==> config.mk <==
export PLATFORM = sky130hd
export DESIGN_NAME = baud_tick_gen_flat
export DESIGN_NICKNAME = d
export VERILOG_FILES = /design/src/rtl/baud_pkg.sv /design/src/rtl/baud_tick_gen_if.sv /design/src/rtl/mod_counter.sv /design/src/rtl/baud_tick_gen.sv /design/src/flat_wrapper.sv
export SDC_FILE = /design/constraint.sdc
export NUM_CORES = 1
export LEC_CHECK = 0
export CELL_PAD_IN_SITES_DETAIL_PLACEMENT = 0
export CELL_PAD_IN_SITES_GLOBAL_PLACEMENT = 1
export CORE_MARGIN = 4
export CORE_UTILIZATION = 40
export DETAILED_ROUTE_END_ITERATION = 8
export HOLD_SLACK_MARGIN = 0.06
export PLACE_DENSITY = 0.89
export SYNTH_ARGS = -nofsm -noshare
export SYNTH_HDL_FRONTEND = slang
export SYNTH_HIERARCHICAL = 1
export SYNTH_SLANG_ARGS = --single-unit
==> constraint.sdc <==
create_clock -name clk -period 2.4 [get_ports clk]
set_input_delay 0.48 -clock clk [delete_from_list [all_inputs] [get_ports clk]]
set_output_delay 0.48 -clock clk [all_outputs]
set_load 0.02 [all_outputs]
==> src/rtl/baud_pkg.sv <==
// Shared constants and types for the baud tick generator.
// Optional feature macro: BAUD_FRAC_EN (fractional divisor).
package baud_pkg;

    localparam int unsigned BAUD_DIV_W_DEF  = 16;
    localparam int unsigned BAUD_OVS_DEF    = 16;
    localparam int unsigned BAUD_FRAC_W_DEF = 4;

    // Divisor word at the default width.
    typedef logic [BAUD_DIV_W_DEF-1:0] baud_div_t;

endpackage

==> src/rtl/baud_tick_gen_if.sv <==
// Control/status bundle between the UART register file and the baud generator.
// Optional feature macro: BAUD_FRAC_EN adds the frac_in field.
interface baud_tick_gen_if
    import baud_pkg::*;
#(
    parameter int unsigned DIV_W = BAUD_DIV_W_DEF
`ifdef BAUD_FRAC_EN
    ,
    parameter int unsigned FRAC_W = BAUD_FRAC_W_DEF
`endif
);

    logic             en;
    logic             div_wr;
    logic [DIV_W-1:0] div_in;
`ifdef BAUD_FRAC_EN
    logic [FRAC_W-1:0] frac_in;
`endif
    logic             sync_clr;
    logic [DIV_W-1:0] div_out;
    logic             rdy;
    logic             rx_tick;
    logic             tx_tick;

    // Register file side: drives control, observes status and ticks.
    modport master (
        output en,
        output div_wr,
        output div_in,
`ifdef BAUD_FRAC_EN
        output frac_in,
`endif
        output sync_clr,
        input  div_out,
        input  rdy,
        input  rx_tick,
        input  tx_tick
    );

    // Generator side.
    modport slave (
        input  en,
        input  div_wr,
        input  div_in,
`ifdef BAUD_FRAC_EN
        input  frac_in,
`endif
        input  sync_clr,
        output div_out,
        output rdy,
        output rx_tick,
        output tx_tick
    );

endinterface

==> src/rtl/mod_counter.sv <==
// Generic modulo-N up-counter with enable and clear; at_wrap_c flags the last count.
module mod_counter #(
    parameter int unsigned N = 16
) (
    input  logic clk,
    input  logic rst,
    input  logic en,
    input  logic clr,
    output logic at_wrap_c
);

    localparam int unsigned W = (N > 1) ? $clog2(N) : 1;
    localparam logic [W-1:0] LAST = W'(N - 1);

    logic [W-1:0] cnt_q;
    logic [W-1:0] cnt_d;

    // Next count: clear wins, otherwise wrap at N-1 rather than at 2^W.
    always_comb begin
        cnt_d = cnt_q;
        if (clr) begin
            cnt_d = '0;
        end else if (en) begin
            cnt_d = (cnt_q == LAST) ? '0 : cnt_q + W'(1);
        end
    end

    // Count register.
    always_ff @(posedge clk or negedge rst) begin
        if (!rst) begin
            cnt_q <= '0;
        end else begin
            cnt_q <= cnt_d;
        end
    end

    assign at_wrap_c = (cnt_q == LAST);

endmodule

==> src/rtl/baud_tick_gen.sv <==
// Baud tick generator: rx_tick every div+1 clocks, tx_tick every OVS rx_ticks.
// Optional feature macro: BAUD_FRAC_EN (fractional divisor via phase accumulator).
module baud_tick_gen
    import baud_pkg::*;
#(
    parameter int unsigned DIV_W = BAUD_DIV_W_DEF,
    parameter int unsigned OVS   = BAUD_OVS_DEF
`ifdef BAUD_FRAC_EN
    ,
    parameter int unsigned FRAC_W = BAUD_FRAC_W_DEF
`endif
) (
    input  logic           clk,
    input  logic           rst,
    baud_tick_gen_if.slave bus
);

    logic [DIV_W-1:0] div_q, div_d;
    logic [DIV_W-1:0] cnt_q, cnt_d;
    logic             rdy_q, rdy_d;
    logic             rx_tick_q, rx_tick_d;
    logic             tx_tick_q, tx_tick_d;
    logic             ovs_en;
    logic             ovs_clr;
    logic             ovs_wrap_c;
`ifdef BAUD_FRAC_EN
    logic [FRAC_W-1:0] frac_q, frac_d;
    logic [FRAC_W-1:0] frac_acc_q, frac_acc_d;
    logic [FRAC_W:0]   frac_sum;
`endif
    logic             reload_extra;

`ifdef BAUD_FRAC_EN
    // Carry out of the accumulator stretches the next period by one clock.
    assign frac_sum     = {1'b0, frac_acc_q} + {1'b0, frac_q};
    assign reload_extra = frac_sum[FRAC_W];
`else
    assign reload_extra = 1'b0;
`endif

    // Next-state: div_wr > sync_clr > hold (not ready / disabled) > count.
    always_comb begin
        div_d     = div_q;
        cnt_d     = cnt_q;
        rdy_d     = rdy_q;
        rx_tick_d = 1'b0;
        tx_tick_d = 1'b0;
        ovs_en    = 1'b0;
        ovs_clr   = 1'b0;
`ifdef BAUD_FRAC_EN
        frac_d     = frac_q;
        frac_acc_d = frac_acc_q;
`endif
        if (bus.div_wr) begin
            div_d   = bus.div_in;
            cnt_d   = bus.div_in;
            rdy_d   = 1'b1;
            ovs_clr = 1'b1;
`ifdef BAUD_FRAC_EN
            frac_d     = bus.frac_in;
            frac_acc_d = '0;
`endif
        end else if (bus.sync_clr && rdy_q) begin
            cnt_d   = div_q;
            ovs_clr = 1'b1;
`ifdef BAUD_FRAC_EN
            frac_acc_d = '0;
`endif
        end else if (rdy_q && bus.en) begin
            if (cnt_q != '0) begin
                cnt_d = cnt_q - DIV_W'(1);
            end else begin
                rx_tick_d = 1'b1;
                tx_tick_d = ovs_wrap_c;
                ovs_en    = 1'b1;
                cnt_d     = div_q + DIV_W'(reload_extra);
`ifdef BAUD_FRAC_EN
                frac_acc_d = frac_sum[FRAC_W-1:0];
`endif
            end
        end
    end

    // State and output registers.
    always_ff @(posedge clk or negedge rst) begin
        if (!rst) begin
            div_q     <= '0;
            cnt_q     <= '0;
            rdy_q     <= 1'b0;
            rx_tick_q <= 1'b0;
            tx_tick_q <= 1'b0;
        end else begin
            div_q     <= div_d;
            cnt_q     <= cnt_d;
            rdy_q     <= rdy_d;
            rx_tick_q <= rx_tick_d;
            tx_tick_q <= tx_tick_d;
        end
    end

`ifdef BAUD_FRAC_EN
    // Fractional divisor and phase accumulator.
    always_ff @(posedge clk or negedge rst) begin
        if (!rst) begin
            frac_q     <= '0;
            frac_acc_q <= '0;
        end else begin
            frac_q     <= frac_d;
            frac_acc_q <= frac_acc_d;
        end
    end
`endif

    // Oversample counter: counts rx_ticks, flags the OVS-th one.
    mod_counter #(
        .N (OVS)
    ) u_ovs_cnt (
        .clk       (clk),
        .rst       (rst),
        .en        (ovs_en),
        .clr       (ovs_clr),
        .at_wrap_c (ovs_wrap_c)
    );

    assign bus.div_out = div_q;
    assign bus.rdy     = rdy_q;
    assign bus.rx_tick = rx_tick_q;
    assign bus.tx_tick = tx_tick_q;

endmodule

==> src/flat_wrapper.sv <==
// flat-port wrapper written by rule: the top's interface ports become plain ports
module baud_tick_gen_flat import baud_pkg::*;
#(
    parameter int unsigned DIV_W = BAUD_DIV_W_DEF,
    parameter int unsigned OVS   = BAUD_OVS_DEF

)
  (clk, rst, bus_en, bus_div_wr, bus_div_in, bus_sync_clr, bus_div_out, bus_rdy, bus_rx_tick, bus_tx_tick);
  baud_tick_gen_if #(.DIV_W(DIV_W)) bus_i ();
  input  logic clk;
  input  logic rst;
  input wire logic [$bits(bus_i.en)-1:0] bus_en;
  input wire logic [$bits(bus_i.div_wr)-1:0] bus_div_wr;
  input wire logic [$bits(bus_i.div_in)-1:0] bus_div_in;
  input wire logic [$bits(bus_i.sync_clr)-1:0] bus_sync_clr;
  output wire logic [$bits(bus_i.div_out)-1:0] bus_div_out;
  output wire logic [$bits(bus_i.rdy)-1:0] bus_rdy;
  output wire logic [$bits(bus_i.rx_tick)-1:0] bus_rx_tick;
  output wire logic [$bits(bus_i.tx_tick)-1:0] bus_tx_tick;
  assign bus_i.en = bus_en;
  assign bus_i.div_wr = bus_div_wr;
  assign bus_i.div_in = bus_div_in;
  assign bus_i.sync_clr = bus_sync_clr;
  assign bus_div_out = bus_i.div_out;
  assign bus_rdy = bus_i.rdy;
  assign bus_rx_tick = bus_i.rx_tick;
  assign bus_tx_tick = bus_i.tx_tick;
  baud_tick_gen #(.DIV_W(DIV_W), .OVS(OVS)) u_core (.clk(clk), .rst(rst), .bus(bus_i));
endmodule
# Yosys cells after proc, flatten, opt, wreduce, memory -nomap -nowiden

Index checks and enable logic that the tools add are counted.

Register bits: 39
Bits of input ports: 21
Output and inout bits: 19
Word-level logic and storage cells: 31

Add/subtract/negate cells: 2
Eq/ne operators: 1
Multiplexer cells: 17
Reductions and logical operators: 5

Operators by type and width:

| operator                                                             | number |
|---|---|
| 16-bit 2-to-1 mux                                                    | 4 |
| 16-bit nonzero test                                                  | 1 |
| 16-bit by 1-bit subtractor with 16-bit output, second input constant | 1 |
| 4-bit 2-to-1 mux                                                     | 3 |
| 1-bit 2-to-1 mux                                                     | 10 |
| 4-bit by 1-bit adder with 4-bit output, second input constant        | 1 |
| 4-bit equality test, second input constant                           | 1 |
| 3-bit nonzero test                                                   | 1 |
| 1-bit logical AND                                                    | 2 |
| 2-bit nonzero test                                                   | 1 |

# Depth between registers and ports, before layout

Gate-level depths: netlist of the first run.

Depth in word-level cells: 7
Depth in mapped cells: 8
Mapped depth without buffers: 8

# Cells and area by module

Netlist of the first run, hierarchy kept.

Modules (own cells, without submodules):

| module        | instances | cells each | area an instance (µm²) | sequential area each (µm²) |
|---|---|---|---|---|
| baud_tick_gen | 1         | 201        | 1926.8                 | 875.8 |
| mod_counter   | 1         | 20         | 206.4                  | 100.1 |

# Worst setup path after synthesis of the first run

Ideal clock, no wire load.

Path kind: flip-flop to flip-flop
Start point: register u_core.cnt_q[0]
End point: register u_core.u_ovs_cnt.cnt_q[3]
Library setup time: 78 ps
Arrival: 2058 ps
Data required time: 2322 ps
Setup slack: 264 ps
Stages on the path, launching flop included: 9
Buffers on the path: 0
Clock period less this slack: 2136 ps
Cell sequence: dfrtp_1 > inv_1 > ha_1 > nor3b_1 > nand4_1 > nor2_1 > nand2_1 > or3_1 > a21oi_1

Word-level cells in the longest chain between the ends: 6

Ends and longest elaborated chain:

| element                             | line                | source |
|---|---|---|
| from (decl)                         | baud_tick_gen.sv:19 | `logic [DIV_W-1:0] cnt_q, cnt_d;` |
| from (signal assigned)              | baud_tick_gen.sv:94 | `cnt_q <= cnt_d;` |
| 16-bit nonzero test                 | baud_tick_gen.sv:70 | `if (cnt_q != '0) begin` |
| 1-bit 2-to-1 mux                    | baud_tick_gen.sv:70 |  |
| 1-bit 2-to-1 mux                    | baud_tick_gen.sv:69 | `end else if (rdy_q && bus.en) begin` |
| 1-bit 2-to-1 mux                    | baud_tick_gen.sv:63 | `end else if (bus.sync_clr && rdy_q) begin` |
| 1-bit 2-to-1 mux                    | baud_tick_gen.sv:54 | `if (bus.div_wr) begin` |
| named net u_core.ovs_en             | baud_tick_gen.sv:23 | `logic ovs_en;` |
| 2-bit nonzero test (no source line) | -                   |  |
| to (signal assigned)                | mod_counter.sv:33   | `cnt_q <= cnt_d;` |
| to (decl)                           | mod_counter.sv:15   | `logic [W-1:0] cnt_q;` |

The timed path passes the listed nets, and every way through them passes these cells.
A chain may end at the register's enable or synchronous reset.

# Worst setup path in the final report of the first run

Same ends and word-level chain as after synthesis.

==> results of run 1 <==
[per-stage QoR]
stage | cell area [um^2] | utilization | hold slack [ps]
floorplan | 2130 | - | 184
global placement | 2630 | 0.511 | 504
detailed placement | 2630 | 0.511 | 506
CTS | 2710 | 0.528 | 203
global route | 2720 | 0.528 | 215
finish | 2720 | 0.528 | 177
[worst reg2reg max path: stages (launching register included)]
cell                      delay [ps]
sky130_fd_sc_hd__dfrtp_1         420
sky130_fd_sc_hd__inv_1           110
sky130_fd_sc_hd__ha_1            150
sky130_fd_sc_hd__nor3b_1         350
sky130_fd_sc_hd__nand4_1         290
sky130_fd_sc_hd__nor2_2          270
sky130_fd_sc_hd__nand2_1          90
sky130_fd_sc_hd__or3_1           310
sky130_fd_sc_hd__a21oi_1         140
[synth_stat cells (all sizes together) (2+ instances only)]
cell and number:
o22ai 9, a221oi 4, ha 3, inv 12, o211ai 3, mux2 3, nor2b 5, dfrtp 39
nand2b 8, a21oi 10, xor2 2, clkbuf 3, a21o 3, nor3 5, nand4 3, xnor2 4
o21ai 11, and2 7, nor2 15, a31oi 7, buf 6, nand2 25, nand3 10, or3 2
nor4 3, and3 3, a22oi 2, and2b 2
[path summary, 6_finish.rpt]
check,slack [ps],end
max,200,u_core/u_ovs_cnt/cnt_q[3]
min,180,u_core/bus.div_out[1]
min in group clk,520,u_core/bus.div_out[10]
min reg2reg,520,u_core/bus.div_out[10]
max reg2reg,200,u_core/u_ovs_cnt/cnt_q[3]
max in group asynchronous,1660,u_core/cnt_q[10]
[sequential cells by signal (all words and copies together) (netlist names)]
register                cells
u_core/bus.rx_tick          1
u_core/bus.rdy              1
u_core/u_ovs_cnt/cnt_q      4
u_core/bus.div_out         16
u_core/cnt_q               16
u_core/bus.tx_tick          1
[power by group]
group	leakage, nW	total, mW	internal [mW]	switching [mW]
registers	0.477	0.793	0.718	0.0747
logic	0.601	0.361	0.178	0.182
clock network	0.0477	0.443	0.199	0.244
total	1.13	1.60	1.10	0.501
[placed cells by master (no fill, tap or decap), types with 4 or more instances in the layout]
master and instances:
sky130_fd_sc_hd__clkdlybuf4s50_1 38, sky130_fd_sc_hd__o21ai_1 4, sky130_fd_sc_hd__clkbuf_8 5, sky130_fd_sc_hd__nand3_1 10, sky130_fd_sc_hd__nand2_1 25, sky130_fd_sc_hd__nand2b_1 7, sky130_fd_sc_hd__a31oi_1 7, sky130_fd_sc_hd__a21oi_1 8
sky130_fd_sc_hd__xnor2_1 4, sky130_fd_sc_hd__inv_1 12, sky130_fd_sc_hd__o22ai_1 9, sky130_fd_sc_hd__nor2_1 13, sky130_fd_sc_hd__and2_1 4, sky130_fd_sc_hd__a221oi_1 4, sky130_fd_sc_hd__nor3_1 5, sky130_fd_sc_hd__o21ai_0 7
sky130_fd_sc_hd__dfrtp_1 39, sky130_fd_sc_hd__buf_4 12, sky130_fd_sc_hd__nor2b_1 5
[layer usage]
metal	routed length, um	vias up
li1	-	893
met2	2130	51
met4	110	0
met1	2440	853
met5	0	-
met3	296	11
[kinds of logic after synthesis]
| family | count (synthesis) | synth area share |
|---|---|---|
| multiplexers | 4 | 0.0205 |
| buffers and inverters | 21 | 0.0528 |
| adder cells (fa/ha/maj) | 3 | 0.0176 |
| AO/OA/AOI/OAI | 56 | 0.179 |
| AND/OR/NAND/NOR | 92 | 0.248 |
| flip-flops | 39 | 0.457 |
| XOR/XNOR | 6 | 0.0246 |
[repair_timing]
item                       4_1_cts  5_1_grt
gates resized for setup          0        1
setup buffers                    0        0
setup endpoints to repair        0        1
[layout make-up]
class | instances | area (um^2) | area share
Clock buffer | 5 | 68.8 | 0.0253
Clock inverter | 3 | 15.0 | 0.00553
Sequential cell | 39 | 976 | 0.359
Timing Repair Buffer | 51 | 475 | 0.175
Multi-Input combinational cell | 161 | 1050 | 0.386
Tap cell | 70 | 87.6 | 0.0323
Inverter | 12 | 45.0 | 0.0166
==> summary.log, run 1 <==
INFO  outcome        run_status=finished, final reports clean
INFO  global_routing global_routing_met1_resource_utilization=0.239
INFO  pwr            report.power.total=1.60mW
INFO  setup_path     path_max_fanout=6
INFO  finish         fin_nets=294
INFO  setup_path     endpoint_type_of_the_worst_setup_path=flop
INFO  detailed_routing drtAntennaViolNets=0
INFO  global_routing grt_most_used_layer=met2
INFO  detailed_routing routed_wire_length_per_instance=14.6um
INFO  finish         final_layout_size_suffix_gt1_frac=0.148
INFO  die            die_span_y=81.0um
INFO  synth          synth_largest_type_area_fraction=0.457
INFO  placed_design  numPlacedInstances=333
INFO  cts            cts_inserted_buffers=5
INFO  global_routing first_global_vias=1,839
INFO  synth          count_of_state_elements_after_synthesis=39
INFO  timing         timing.final.ws_setup=201ps
INFO  detailed_routing route.detailed.vias_per_inst=5.30
INFO  global_routing grt_first_pass_wirelength=8670um
INFO  synth          post-synth-top-area-cell=sky130_fd_sc_hd__dfrtp_1
INFO  synth          netlist_top_cells_area=sky130_fd_sc_hd__dfrtp_1, sky130_fd_sc_hd__nand2_1, sky130_fd_sc_hd__nor4_4
INFO  setup_path     regToRegStartpoint=u_core/cnt_q[0]
INFO  synth          synth-edff-count=0
INFO  setup_path     timing.critical_path.required=2620ps
INFO  cts            ctsRootBufferMaster=sky130_fd_sc_hd__clkbuf_8
INFO  die            ios=40
INFO  setup_path     critical_path_depth=8
INFO  timing         finalSetupTns=0ps
INFO  global_routing gr-usage-met3=0.0499
INFO  setup_path     worst_setup_path_startpoint=u_core/cnt_q[0]
INFO  synth          netlist-cell-type-count=51
INFO  die            rows=26
INFO  timing         worst_slew_margin_relative_to_its_limit=0.597
INFO  synth          synth_flop_cell=sky130_fd_sc_hd__dfrtp_1
INFO  timing         worst-slew-pin-transition=604ps
INFO  die            width_of_the_chip=81.0um
INFO  pwr            vdd_drop_max=0.362mV
INFO  synth          synthesis.area_per_instance=9.65um^2
INFO  synth          ys_async_sr_fraction=1.00
INFO  timing         grt_setup_unrepaired=no
INFO  timing         timing_max_transition_violations_final=0
INFO  die            core_area=0.00514mm^2
INFO  cts            tritoncts_clock_tree=built
INFO  cts            hold_buffers=0
INFO  timing         period_share=0.916
INFO  cts            clk_path_buf_depth=2
INFO  cts            cts_num_sinks=39
INFO  synth          post_synth_instance_area=0.00213mm^2
INFO  synth          syn_nets=245
INFO  timing         timing_hold_violations_final=0
INFO  detailed_routing vias=1,808
INFO  detailed_routing drt_wl_total=4980um
INFO  global_routing maximum_number_of_pins_on_one_net_before_global_route_repair=27
INFO  detailed_routing drcViolationCount=0
INFO  timing         finalClockSkew=9.00ps
INFO  setup_path     reg2reg_depth=8
INFO  die            floorplan.initialDensity=0.415
INFO  setup_path     critical_path_cell_by_cell=inv_1 -> ha_1 -> nor3b_1 -> nand4_1 -> nor2_2 -> nand2_1 -> or3_1 -> a21oi_1
INFO  timing         clock.fmax=455MHz
INFO  setup_path     critPathMaxStageDelay=420ps
INFO  setup_path     cp.arrival=2420ps
INFO  die            dieArea=0.00657mm^2
INFO  detailed_routing drt_first_pass_iters=4
INFO  timing         finalSetupViolations=0
INFO  setup_path     slowest_cell_on_crit_path=sky130_fd_sc_hd__dfrtp_1
INFO  setup_path     worstSetupPathType=reg2reg
INFO  setup_path     critPathTopFamily=simple AND/OR/NAND/NOR gates
INFO  finish         antenna_cells_inserted=0
INFO  setup_path     critical_path_buf_inv_count=1
INFO  global_routing gr-usage-met2=0.258
INFO  pwr            leakage=1.13nW
INFO  cts            clk_transition_reported_paths=80ps
INFO  finish         fillCellCount=521
INFO  synth          synth.yosys.warnings=6
INFO  global_routing initial_antenna_violation_count=0
INFO  cts            cts-htree-levels=2
INFO  finish         finish.cell_count_without_fillers=341
INFO  run            maxCapViolCount=0
INFO  pwr            power-per-cell-area=588mW/mm^2
INFO  global_routing grt-ovfl-total=0
INFO  placed_design  dp_worst_setup_slack=175ps
INFO  global_routing grtUsageTotal=0.172
INFO  synth          synth_seq_area_share=0.457
INFO  placed_design  portBuffers=39
INFO  cts            clock_latency=300ps
INFO  finish         synthToLayoutAreaGrowth=27.3%
INFO  detailed_routing drt_iter0_drc=70
INFO  placed_design  gp_congestion=0.930
INFO  min_path       hold_path_class=in2async
INFO  placed_design  place_hpwl=3690um
INFO  synth          synthesis.instances=221
INFO  timing         final.min_clock_period=2200ps
INFO  setup_path     critical_path.startpoint_type=flop
(Power assumes the default switching activity.)
==> run 2, diff against run 1 <==
--- a/config.mk
+++ b/config.mk
@@ -5,13 +5,16 @@
 export SDC_FILE = /design/constraint.sdc
 export NUM_CORES = 1
 export LEC_CHECK = 0
+export CAP_MARGIN = 20
 export CELL_PAD_IN_SITES_DETAIL_PLACEMENT = 0
 export CELL_PAD_IN_SITES_GLOBAL_PLACEMENT = 1
 export CORE_MARGIN = 4
-export CORE_UTILIZATION = 40
+export CORE_UTILIZATION = 48
 export DETAILED_ROUTE_END_ITERATION = 8
+export DONT_BUFFER_PORTS = 1
+export GPL_TIMING_DRIVEN = 0
 export HOLD_SLACK_MARGIN = 0.06
-export PLACE_DENSITY = 0.89
+export PLACE_DENSITY = 0.88
 export SYNTH_ARGS = -nofsm -noshare
 export SYNTH_HDL_FRONTEND = slang
 export SYNTH_HIERARCHICAL = 1
==> run 2 against run 1 <==
Against the previous run: sequential cell count unchanged; non-clock buffer count decreased by 40; sequential power is 3.7% higher; via count decreased by 6.7%; critical endpoint unchanged; largest cell class unchanged; highest routed layer unchanged.
==> summary.log, run 2 (synthesis results as in run 1) <==
INFO  finish         antenna_cells_inserted=0 [unchanged]
INFO  finish         leading_cell_types_in_the_layout_fill_and_taps_excluded=sky130_fd_sc_hd__dfrtp_1, sky130_fd_sc_hd__nand2_1, sky130_fd_sc_hd__nor2_1, sky130_fd_sc_hd__inv_1, sky130_fd_sc_hd__nand3_1
INFO  pwr            report.power.total=1.51mW [-5.3%]
INFO  pwr            seq_power_share=0.544 [+0.047]
INFO  setup_path     path_max_fanout=8 [+2]
INFO  pwr            clock_power_share=0.286 [+0.008]
INFO  placed_design  place_hpwl=3540um [-4.0%]
INFO  timing         timing_hold_violations_final=0 [unchanged]
INFO  placed_design  portBuffers=0 [-100%]
INFO  detailed_routing drt_wl_total=4970um [-0.28%]
INFO  die            ios=40 [unchanged]
INFO  timing         finalClockSkew=3.90ps [-5.10 ps]
INFO  cts            clock_latency=290ps [about the same]
INFO  cts            tritoncts_clock_tree=built
INFO  setup_path     critical_path_cell_by_cell=nor4_4 -> nand4_1 -> nor2_2 -> nand2_1 -> or3_1 -> a21oi_1
INFO  timing         period_share=0.919 [+0.00290]
INFO  detailed_routing drcViolationCount=0 [unchanged]
INFO  setup_path     cp.arrival=2420ps [about the same]
INFO  global_routing maximum_number_of_pins_on_one_net_before_global_route_repair=40 [+48%]
INFO  cts            clk_transition_reported_paths=80ps [about the same]
INFO  finish         finish.instance_area=0.00232mm^2 [-15%]
INFO  run            maxCapViolCount=0 [unchanged]
INFO  die            dieArea=0.00557mm^2 [-15%]
INFO  placed_design  dp_worst_setup_slack=-146ps [-321 ps]
INFO  cts            clk_path_buf_depth=2 [unchanged]
INFO  cts            cts-htree-levels=2 [unchanged]
INFO  cts            cts_inserted_buffers=5 [unchanged]
INFO  global_routing grt_first_pass_wirelength=8270um [-4.5%]
INFO  timing         finalSetupTns=0ps [unchanged]
INFO  pwr            comb_power_share=0.170 [-0.056]
INFO  timing         timing.final.ws_setup=194ps [-6.97 ps]
INFO  global_routing first_global_vias=1,704 [-7.3%]
INFO  placed_design  gp_congestion=0.895 [-3.8%]
INFO  setup_path     critPathMaxStageDelay=530ps [+110 ps]
INFO  setup_path     critical_path_buf_inv_count=0 [-1]
INFO  setup_path     endpoint_type_of_the_worst_setup_path=flop
INFO  finish         synthToLayoutAreaGrowth=8.80%
INFO  global_routing initial_antenna_violation_count=0 [unchanged]
INFO  setup_path     slowest_cell_on_crit_path=sky130_fd_sc_hd__nor4_4
INFO  setup_path     reg2reg_depth=6 [-2]
INFO  placed_design  postPlaceCellArea=0.00220mm^2 [-16%]
INFO  setup_path     critPathTopFamily=simple AND/OR/NAND/NOR gates
INFO  setup_path     critPathCapture=u_core/u_ovs_cnt/cnt_q[3]
INFO  global_routing grt-ovfl-total=0 [unchanged]
INFO  pwr            power.share.switching=0.315 [+0.000971]
INFO  setup_path     reg2reg_to=u_core/u_ovs_cnt/cnt_q[3]
INFO  setup_path     setup.reg_to_reg.worst_slack=190ps [about the same]
INFO  timing         worst-slew-pin-transition=485ps [-119 ps]
INFO  finish         fin_nets=254 [-14%]
INFO  setup_path     timing.critical_path.required=2610ps [about the same]
INFO  pwr            power-per-cell-area=651mW/mm^2 [+11%]
INFO  timing         worst_slew_margin_relative_to_its_limit=0.675 [+0.0771]
INFO  timing         final.min_clock_period=2210ps [+6.97 ps]
INFO  timing         hold-worst-slack=309ps [+132 ps]
INFO  pwr            leakage=0.964nW [-14%]
INFO  die            floorplan.initialDensity=0.515 [+0.0998]
INFO  cts            ctsRootBufferMaster=sky130_fd_sc_hd__clkbuf_8
INFO  setup_path     regToRegStartpoint=u_core/cnt_q[10]
INFO  timing         grt_setup_unrepaired=no
INFO  setup_path     worstSetupPathType=reg2reg
INFO  outcome        run_status=finished, final reports clean
INFO  die            core_area=0.00414mm^2 [-19%]
INFO  global_routing grtUsageTotal=0.198 [+0.0251]
INFO  detailed_routing route.detailed.vias_per_inst=6.00 [+13%]
INFO  timing         finalSetupViolations=0 [unchanged]
INFO  placed_design  numPlacedInstances=271 [-19%]
INFO  detailed_routing routed_wire_length_per_instance=17.7um [+21%]
INFO  setup_path     worst_setup_path_startpoint=u_core/cnt_q[10]
INFO  finish         utilization=0.560 [+0.0318]
INFO  setup_path     critical_path_depth=6 [-2]
INFO  detailed_routing drtAntennaViolNets=0 [unchanged]
INFO  pwr            vdd_drop_max=0.325mV [-10%]
INFO  finish         final_layout_size_suffix_gt1_frac=0.147 [-0.000415]
INFO  detailed_routing vias=1,686 [-6.7%]
INFO  timing         timing_max_transition_violations_final=0 [unchanged]
INFO  die            width_of_the_chip=74.7um [-7.9%]
INFO  setup_path     critical_path.startpoint_type=flop
INFO  min_path       hold_path_class=in2reg
INFO  die            die_span_y=74.7um [-7.9%]
INFO  die            rows=23 [-12%]
INFO  cts            postCtsSetupBuffers=0 [unchanged]
INFO  pwr            power_report.internal_total=1.04mW [-5.5%]
INFO  finish         layout.cells.most_common=sky130_fd_sc_hd__dfrtp_1
INFO  timing         clock.fmax=453MHz [-0.32%]
INFO  pwr            power_spent_charging_and_discharging_nets=476uW [-5.0%]
INFO  finish         finish.cell_count_without_fillers=281 [-18%]
INFO  detailed_routing drt_first_pass_iters=4 [unchanged]
INFO  detailed_routing drt_iter0_drc=120 [+71%]
INFO  cts            cts_num_sinks=39 [unchanged]
==> run 2: changes by cell type in the layout (fill, tap and decap cells not counted), moves of 2 or more <==
cell                              previous run  this run
sky130_fd_sc_hd__buf_6                       0         4
sky130_fd_sc_hd__buf_4                      12         0
sky130_fd_sc_hd__clkdlybuf4s50_1            38         0
sky130_fd_sc_hd__clkbuf_1                    0         4
sky130_fd_sc_hd__clkinv_2                    3         1
==> run 2: cell type report <==
type,count,area [um^2]
Buffer,9,67.6
Clock buffer,7,76.3
Fill cell,390,1820
Inverter,12,45.0
Timing Repair Buffer,2,30.0
Clock inverter,1,5.00
Sequential cell,39,976
Multi-Input combinational cell,161,1060
Tap cell,50,62.6
==> run 2: worst min path at each step <==
stage                  startpoint                endpoint  depth (start not counted)  slack, ps
global placement              rst  u_core/bus.div_out[11]                          0        190
finish              bus_div_in[7]   u_core/bus.div_out[7]                          1        310
detailed placement            rst        u_core/cnt_q[11]                          0        190
global route        bus_div_in[7]   u_core/bus.div_out[7]                          1        310
floorplan                     rst   u_core/bus.div_out[0]                          0        180
CTS                 bus_div_in[7]   u_core/bus.div_out[7]                          1        300
==> run 2: per-layer routing <==
metal	GRT usage	share of wire	vias up	wire length, um
met3	0.0574	0.085	5	421
met5	0	0	-	0
met4	0.0534	0.0097	0	48
li1	-	-	818	-
met1	0.294	0.48	806	2380
met2	0.282	0.43	57	2120
==> run 2: what timing repair did <==
item / 4_1_cts / 5_1_grt
endpoints found under the hold margin: 39 / 0
endpoints found under the setup margin: 2 / 2
resized for setup: 1 / 2
hold buffers: 2 / 0
pin swaps: 0 / 1
==> run 2: power by group through the flow <==
stage / sequential (mW) / clock [mW] / combinational (mW)
3_3_place_gp: 0.831 / 0 / 0.230
5_1_grt: 0.832 / 0.473 / 0.293
6_report: 0.822 / 0.432 / 0.257
4_1_cts: 0.821 / 0.443 / 0.256
3_5_place_dp: 0.834 / 0 / 0.234
2_1_floorplan: 0.817 / 0 / 0.192
==> run 3, diff against run 2 <==
==> constraint.sdc (replaced) <==
create_clock -name clk -period 2.4 [get_ports clk]
set_input_delay 0.36 -clock clk [delete_from_list [all_inputs] [get_ports clk]]
set_output_delay 0.36 -clock clk [all_outputs]
set_load 0.02 [all_outputs]
==> results of run 3 <==
Same layout as run 2 (identical final DEF). Status: finished, final reports clean.
Among the figures that moved: hold slack 309 ps -> 189 ps
==> patch (config.mk and constraints of run 2) <==
Set the package constant `BAUD_DIV_W_DEF` to 18 (it was 16).
--- a/src/rtl/baud_pkg.sv
+++ b/src/rtl/baud_pkg.sv
@@ -4,3 +4,3 @@
 
-    localparam int unsigned BAUD_DIV_W_DEF  = 16;
+    localparam int unsigned BAUD_DIV_W_DEF  = 18;
     localparam int unsigned BAUD_OVS_DEF    = 16;
Ports: changed (resized bus_div_in and bus_div_out); port bits go from 40 to 44. The function was not compared with the original's and may differ.
==> patch against run 2 <==
Worst hold slack about the same; combinational power rose by 64%; sequential share of layout area down 5.1 points; global-route usage up 2.7 points; area after synthesis increased by 6.0%; setup slack worse by 380 ps; synthesized cell count rose by 9.0%; sequential cell count grew 4; count of clock-buffer cells in the layout fell by 1; final area increased by 26%; power is 31% higher; critical path type unchanged; maximum frequency down 15%; largest cell class unchanged; wire length is 30% higher; the flow now finishes with violations (setup timing).
==> patch: results (changes against run 2) <==
Setup path
  • Largest stage delay, worst path: 580 ps (+50 ps)
  • Worst R2R Start: u_core/cnt_q[0]$_DFFE_PN0P_
  • FF-to-FF path depth: 8 (+2)
  • Worst Path Max Fanout: 4 (-4)
  • Worst Path Arrival: 2810 ps (+390 ps)

Finish
  • Nets: 305 (+20%)
  • Share of cells above drive strength 1: 0.306 (+0.159)

Global route
  • Largest net degree at the start of global routing: 44 (+10%)
  • First-pass GRT wire length: 10.5 mm (+27%)
  • Vias in the first global route: 2109 (+24%)
  • GRT Total Usage: 0.224 (+0.0265)

Outcome
  • Failing checks: setup timing
  • Outcome: complete, but fails checks

STA
  • Setup_tns: -1310 ps (-1310 ps)
  • Final Worst Setup Slack: -185 ps (-379 ps)
  • Final hold slack: 309 ps (-0.292 ps)
  • Actual slew at the worst max-slew pin: 762 ps (+277 ps)
  • Count of final setup violators: 18 (+18)

Clock tree
  • Post-CTS Setup Repair Bufs: 27 (+27)
  • Post-CTS sizing: 19 (+18)

Min path
  • Hold EP: u_core/bus.div_out[8]$_DFFE_PN0P_

Placed design
  • DPL Wire Length: 3.91 mm (+10%)
  • Instance area at placement: 2350 um^2 (+7.2%)

Route
  • Number of vias per cell: 6.44 (+7.3%)
  • DR iter-0 viols: 185 (+54%)
  • Routed WL: 6.45 mm (+30%)

Synthesis
  • Top cells by area, synth: dfrtp_1 (48%), o21ai_0 (5.3%), nand2_1 (4.0%)
  • Commonest cells post-synth: dfrtp_1 (43), nand2_1 (24), o21ai_0 (24)
  • Synth Net Count: 266 (+8.6%)

Power and ir drop
  • IR drop worst, VDD: 0.416 mV (+28%)
## patch: cell count changes in the layout (fill, tap and decap cells not counted), sizes merged, moves of 4 or more
| cell | change |
|---|---|
| o21ai | +17 |
| nand4 | +4 |
| nand2b | -7 |
| o221ai | +4 |
| or3 | +4 |
| nor2b | -4 |
| o22ai | -8 |
| buf | +31 |
| dfrtp | +4 |
| a31oi | -6 |
| or4 | +6 |
| nand3 | -5 |
## patch: cell families after synthesis
| logic type | share of synthesized area |
|---|---|
| AOI/OAI and AO/OA | 0.196 |
| xor gates and xnor gates | 0.0232 |
| adders and majority gates | 0.0111 |
| buffers and inverters | 0.0503 |
| DFF | 0.476 |
| muxes | 0.0387 |
| and+or+nand+nor | 0.205 |
## patch: per-stage QoR
| step | util | cells |
|---|---|---|
| after global routing | 0.656 | 333 |
| after floorplan | - | 241 |
| final | 0.656 | 333 |
| after global placement | 0.530 | 293 |
| after CTS | 0.628 | 331 |
| after detailed placement | 0.530 | 293 |
## patch: power breakdown
part           leakage (nW)  switching (W)  internal [W]  total, W
Clock                0.0654       0.000247      0.000416  0.000663
Combinational         0.635       0.000221      0.000202  0.000422
Sequential            0.525      0.0000971      0.000792  0.000889
## patch: layout make-up
class	instances	area (um^2)
Fill cell	338	1530
Multi-Input combinational cell	171	1220
Buffer	12	62.6
Clock inverter	2	60.1
Timing Repair Buffer	34	304
Clock buffer	6	72.6
Inverter	13	48.8
Sequential cell	43	1080
Tap cell	52	65.1
## patch: per-layer routing
layer	up-vias	wire length (um)	global-route usage
li1	967	-	-
met3	12	662	0.0585
met2	134	2990	0.354
met5	-	0	0
met1	1031	2660	0.294
met4	0	140	0.0906
